[src/rtl/dual_edge_counter_param.sv]
// ---------------------------------------------------------------------------
// dual_edge_counter_param
//
// Counter that advances on both the rising and the falling edge of clk, so it
// produces two counts per clock period. Width, modulus (MAX_VAL) and the
// behaviour at the limits (wrap or saturate) are parameters; direction, count
// enable and a synchronous load are run-time controls.
//
// Parameters:
//   WIDTH     counter width in bits (2..32)
//   MAX_VAL   highest count value (1..2**WIDTH-1)
//   SATURATE  0 = wrap at the limits, 1 = hold at the limits
//
// Ports:
//   clk       system clock, both edges active
//   rst       asynchronous reset, active low
//   en        count enable, sampled on every edge
//   up        direction (1 = increment, 0 = decrement), sampled on every edge
//   load      synchronous load, sampled on the rising edge only
//   load_val  value to load, clamped to MAX_VAL
//   out       current count
//   tc        terminal count: en & (up ? out==MAX_VAL : out==0), combinational
//   wrap      high for the half-period after an edge on which the count wrapped
//   ovf       sticky overflow, set on any wrap or saturation event,
//             cleared by load or reset
// ---------------------------------------------------------------------------
module dual_edge_counter_param #(
  parameter int               WIDTH    = 8,
  parameter logic [WIDTH-1:0] MAX_VAL  = {WIDTH{1'b1}},
  parameter int               SATURATE = 0
) (
  input  logic             clk,
  input  logic             rst,
  input  logic             en,
  input  logic             up,
  input  logic             load,
  input  logic [WIDTH-1:0] load_val,
  output logic [WIDTH-1:0] out,
  output logic             tc,
  output logic             wrap,
  output logic             ovf
);

  // Reject parameter sets the counter cannot honour.
  if (WIDTH < 2 || WIDTH > 32) begin : g_bad_width
    $error("dual_edge_counter_param: WIDTH must be in 2..32");
  end
  if (MAX_VAL == '0) begin : g_bad_max
    $error("dual_edge_counter_param: MAX_VAL must be at least 1");
  end

  localparam bit SAT = (SATURATE != 0);

  // Each visible quantity is split into a rising-edge half (_p) and a
  // falling-edge half (_n); the visible value is their XOR. Writing
  // (next ^ other_half) into the half owned by the current edge makes the
  // XOR equal to next, without gated clocks or muxing on the clock level.
  logic [WIDTH-1:0] cnt_p;
  logic [WIDTH-1:0] cnt_n;
  logic             wrap_p;
  logic             wrap_n;
  logic             ovf_p;
  logic             ovf_n;

  logic             at_max;
  logic             at_zero;
  logic [WIDTH-1:0] step_val;
  logic             step_wrap;
  logic             step_sat;
  logic [WIDTH-1:0] load_clamped;

  logic [WIDTH-1:0] rise_val;
  logic             rise_wrap;
  logic             rise_ovf;
  logic [WIDTH-1:0] fall_val;
  logic             fall_wrap;
  logic             fall_ovf;

  assign out  = cnt_p ^ cnt_n;
  assign wrap = wrap_p ^ wrap_n;
  assign ovf  = ovf_p ^ ovf_n;

  assign at_max  = (out == MAX_VAL);
  assign at_zero = (out == '0);

  assign tc = en & (up ? at_max : at_zero);

  // A load can never place the count above MAX_VAL.
  assign load_clamped = (load_val > MAX_VAL) ? MAX_VAL : load_val;

  // Counting step shared by both edges: the value one count on from the
  // current output, plus whether reaching it is a wrap or a saturation event.
  always_comb begin
    step_val  = out;
    step_wrap = 1'b0;
    step_sat  = 1'b0;
    if (en) begin
      if (up) begin
        if (!at_max) begin
          step_val = out + WIDTH'(1);
        end else if (SAT) begin
          step_val = MAX_VAL;
          step_sat = 1'b1;
        end else begin
          step_val  = '0;
          step_wrap = 1'b1;
        end
      end else begin
        if (!at_zero) begin
          step_val = out - WIDTH'(1);
        end else if (SAT) begin
          step_val = '0;
          step_sat = 1'b1;
        end else begin
          step_val  = MAX_VAL;
          step_wrap = 1'b1;
        end
      end
    end
  end

  // Rising edge: a load takes priority over counting, clears both flags and
  // never raises an event, even when the count sits at a limit.
  always_comb begin
    rise_val  = step_val;
    rise_wrap = step_wrap;
    rise_ovf  = ovf | step_wrap | step_sat;
    if (load) begin
      rise_val  = load_clamped;
      rise_wrap = 1'b0;
      rise_ovf  = 1'b0;
    end
  end

  // Falling edge: load is not looked at here, so this edge only counts.
  always_comb begin
    fall_val  = step_val;
    fall_wrap = step_wrap;
    fall_ovf  = ovf | step_wrap | step_sat;
  end

  // Rising-edge halves. Reset clears both halves so the visible values drop
  // to zero at once, whatever the clock phase.
  always_ff @(posedge clk or negedge rst) begin
    if (!rst) begin
      cnt_p  <= '0;
      wrap_p <= 1'b0;
      ovf_p  <= 1'b0;
    end else begin
      cnt_p  <= rise_val ^ cnt_n;
      wrap_p <= rise_wrap ^ wrap_n;
      ovf_p  <= rise_ovf ^ ovf_n;
    end
  end

  // Falling-edge halves.
  always_ff @(negedge clk or negedge rst) begin
    if (!rst) begin
      cnt_n  <= '0;
      wrap_n <= 1'b0;
      ovf_n  <= 1'b0;
    end else begin
      cnt_n  <= fall_val ^ cnt_p;
      wrap_n <= fall_wrap ^ wrap_p;
      ovf_n  <= fall_ovf ^ ovf_p;
    end
  end

endmodule
[config.mk]
export PLATFORM = sky130hd
export DESIGN_NAME = dual_edge_counter_param
export DESIGN_NICKNAME = d
export VERILOG_FILES = /design/src/rtl/dual_edge_counter_param.sv
export SDC_FILE = /design/constraint.sdc
export NUM_CORES = 1
export LEC_CHECK = 0
export CORE_MARGIN = 5
export CORE_UTILIZATION = 44
export CTS_CLUSTER_SIZE = 14
export DETAILED_ROUTE_END_ITERATION = 12
export GPL_ROUTABILITY_DRIVEN = 0
export GPL_TIMING_DRIVEN = 0
export PLACE_DENSITY = 0.67
export SYNTH_ARGS = -nofsm -noshare
export SYNTH_HDL_FRONTEND = slang
export SYNTH_SLANG_ARGS = --single-unit
[constraint.sdc]
create_clock -name clk -period 4.15 [get_ports clk]
set_input_delay 0.6225 -clock clk [delete_from_list [all_inputs] [get_ports clk]]
set_output_delay 0.6225 -clock clk [all_outputs]
set_load 0.01 [all_outputs]
After elaboration in Yosys (flattened, before gate mapping) --
Cells that the tools add are included. Widths: inputs -> output; s select.
Cells by class: magnitude comparators 1, reduce and logical (&&, ||, !) cells 1, mux-type cells 13, equality and inequality tests 1, bitwise operators 11, $add $sub $neg 2
Operators with widths (count):
- $mux 8 | 6
- $xor 8x8->8 | 3
- $add 8x1->8 const B | 1
- $eq 8x8->1 const B | 1
- $gt 8x8->1 const B | 1
- $logic_not 8->1 | 1
- $sub 8x1->8 const B | 1
- $mux 1 | 7
- $xor 1x1->1 | 6
- $and 1x1->1 | 1
- $or 1x1->1 | 1
Word-level totals: flip-flop bits (word level) 20, input bits 13, output and inout port bits 11, logic and storage cells 35

Longest topological paths before layout --
depth after elaboration 8, depth in mapped cells 9, mapped depth without buffers 9

==> run metrics <==
status complete, but fails checks; failing checks negative setup slack; CTS Hold Bufs 0; total gr overflow 0; FF+latch count, synth 20; Hold WC Path Type flip-flop to flip-flop; critical path type flip-flop to output port; worst-case clock buffer depth 2; # rows 21; Pwr Total 0.00222 W; complex-gate fraction of the synthesized area 0.200; relative max-transition margin 0.383; die area 4880 um^2; Slew @ Worst Pin 0.923 ns; via count 1,704; Layout area overhead 52.7%; Starting Density 0.462; WHS Path Cells 3; critical path endpoint category output port; Synth warnings 0; # diodes 0; GRT Util Overall 0.191; I/O pins 24; CP required 3.53 ns; area share of the largest cell type after synthesis 0.159; CTS clk-pin slew, worst paths 0.08 ns; Post-Route Skew 0.00827 ns; Clock Sinks 20; hold path endpoint ovf_n$_DFF_NN0_; area leader, netlist dfrtn_1; Final nets 263; Post-Synth Adder-Cell Area 0.0159; DRT Wirelength 4.84 mm; final setup fails 17; maxcap violations 0; layout cell share with drive strength beyond 1 0.394; RSZ-0062 raised after global routing true; Worst Slack Setup Final -0.571 ns; hold path startpoint ovf_n$_DFF_NN0_; Async SR Flop Fraction 1.00; Synth Flop Type dfrtp_1; P_leak 1.05 nW; largest family of logic cells by synthesized area simple AND/OR/NAND/NOR gates; chip height 69.9 um; crit-path max FO 5; initial DRC count 108; Power per Cell Area 923 nW/um^2; Distinct cells, synth 56; Antenna Nets Post-Route 0; DR WL/cell 16.6 um; Seq/Total Area, Yosys 0.317; R2R setup slack -0.46 ns; Cells after Synth 178; syn_area_per_cell 8.86 um^2; H-tree levels 1; total core area 3420 um^2; DP HPWL 3.01 mm; Slew Limit Fails 0; Reg2Reg Launch Point cnt_n[0]$_DFF_NN0_; Net Count, Synth 193; placed cells 246; first-pass GRT wire length 7.68 mm; synth top area cells dfrtn_1, dfrtp_1, xnor2_2; R2R cell count 12; EDFF count, synth 0; vias in the first global route 1,675; largest net degree at the start of global routing 21; worst vdd ir 501 uV; IO Port Bufs 22; total CTS buffers 3; mux cell area share after synthesis 0.0230; TritonCTS clock tree yes; Post-route DRC 0; fin cells 292; via density per instance 5.84; simple-gate share of the synthesized area 0.231; DR pass1 iterations 4; CP Launch Type flip-flop; count leader, synth nand2_1; most frequent cells after synthesis nand2_1, nor2_1, o21ai_0, xor2_1; Worst Path Arrival 4.10 ns; Synth Area in XOR/XNOR 0.173; Chip Width 69.9 um; mapped cell area 1580 um^2; Final Hold Viols 0; initial antenna violation count 0; clk root buf clkbuf_4; setup TNS -3.97 ns; crit path launch cnt_n[0]$_DFF_NN0_; clk_lat worst skew 0.31 ns; Reg-to-Reg End ovf_p$_DFF_PN0_
registers in the layout, summed over array words and instances, names as in the netlist:
register / count
ovf_n: 1
wrap_p: 1
wrap_n: 1
ovf_p: 1
cnt_n: 8
cnt_p: 8
cell type report:
cell class                      count  area [um^2]
Buffer                              6         23.8
Clock buffer                        3         22.5
Fill cell                         232         1010
Inverter                           11         41.3
Multi-Input combinational cell    141         1200
Sequential cell                    20          503
Tap cell                           46         57.6
Timing Repair Buffer               65          563
logic make-up after synthesis:
| logic type | count (synthesis) |
|---|---|
| AO/OA/AOI/OAI | 45 |
| adder cells (fa/ha/maj) | 2 |
| multiplexers | 3 |
| flip-flops | 20 |
| buffers and inverters | 17 |
| AND/OR/NAND/NOR | 65 |
| XOR/XNOR | 26 |
layer usage:
layer  up-vias  track usage  share of wire
met5         -            0              0
met1       863        0.227           0.42
met4         0        0.109          0.019
li1        778            -              -
met2        50        0.323           0.52
met3        13       0.0330          0.046
power breakdown:
part	total, W	switching [W]	internal, W	leakage (nW)
sequential	0.000418	0.000125	0.000293	0.241
combinational	0.00171	0.000869	0.000840	0.798
clock	0.0000970	0.0000630	0.0000340	0.0138
total	0.00222	0.00106	0.00117	1.05
how the worst max path moves through the flow:
stage          cells after the start  slack (ns)                 end
6_report                           8       -0.57                  tc
5_1_grt                            8       -0.66                  tc
4_1_cts                            8       -0.63                  tc
3_5_place_dp                       7       -0.85                  tc
3_3_place_gp                       8       -0.84                  tc
2_1_floorplan                      9       -0.17  cnt_n[0]$_DFF_NN0_
placed cells by master, fill, tap and decap left out, drive strengths merged, types with 4 or more instances in the layout:
master	netlist	layout
o211ai	4	4
clkbuf	5	9
inv	11	11
xor2	11	11
dlygate4sd2	0	8
o21ai	12	12
dfrtn	10	10
nand3	6	6
nor2b	7	7
nand2	14	14
a21oi	8	8
nor2	11	11
xnor2	15	15
dfrtp	10	10
buf	1	45
clkdlybuf4s50	0	10
nor3	7	7
timing repair:
item / CTS / global route
setup endpoints to repair: 25 / 20
resized for setup: 51 / 15
setup buffers: 31 / 15
cloned: 0 / 0
pin swaps: 16 / 14
worst max-delay path, cell delays in order, from the launching register on:
cell and delay (ns):
dfrtn_1 0.51, xnor2_4 0.17, ha_2 0.22, nand2b_1 0.07, or2_4 0.25, nor3b_4 0.24, o21ai_4 0.09, inv_2 0.08
buf_6 0.09
metrics by stage:
stage	utilization	hold WS, ns	setup slack [ns]	instance area (um^2)
after CTS	0.663	0.578	-0.630	2260
after floorplan	-	0.327	-0.171	1600
after detailed placement	0.551	0.467	-0.851	1880
after global routing	0.705	0.615	-0.661	2410
final	0.705	0.587	-0.571	2410
after global placement	0.551	0.451	-0.838	1880
Note: power is estimated with default switching activity, not from simulation.
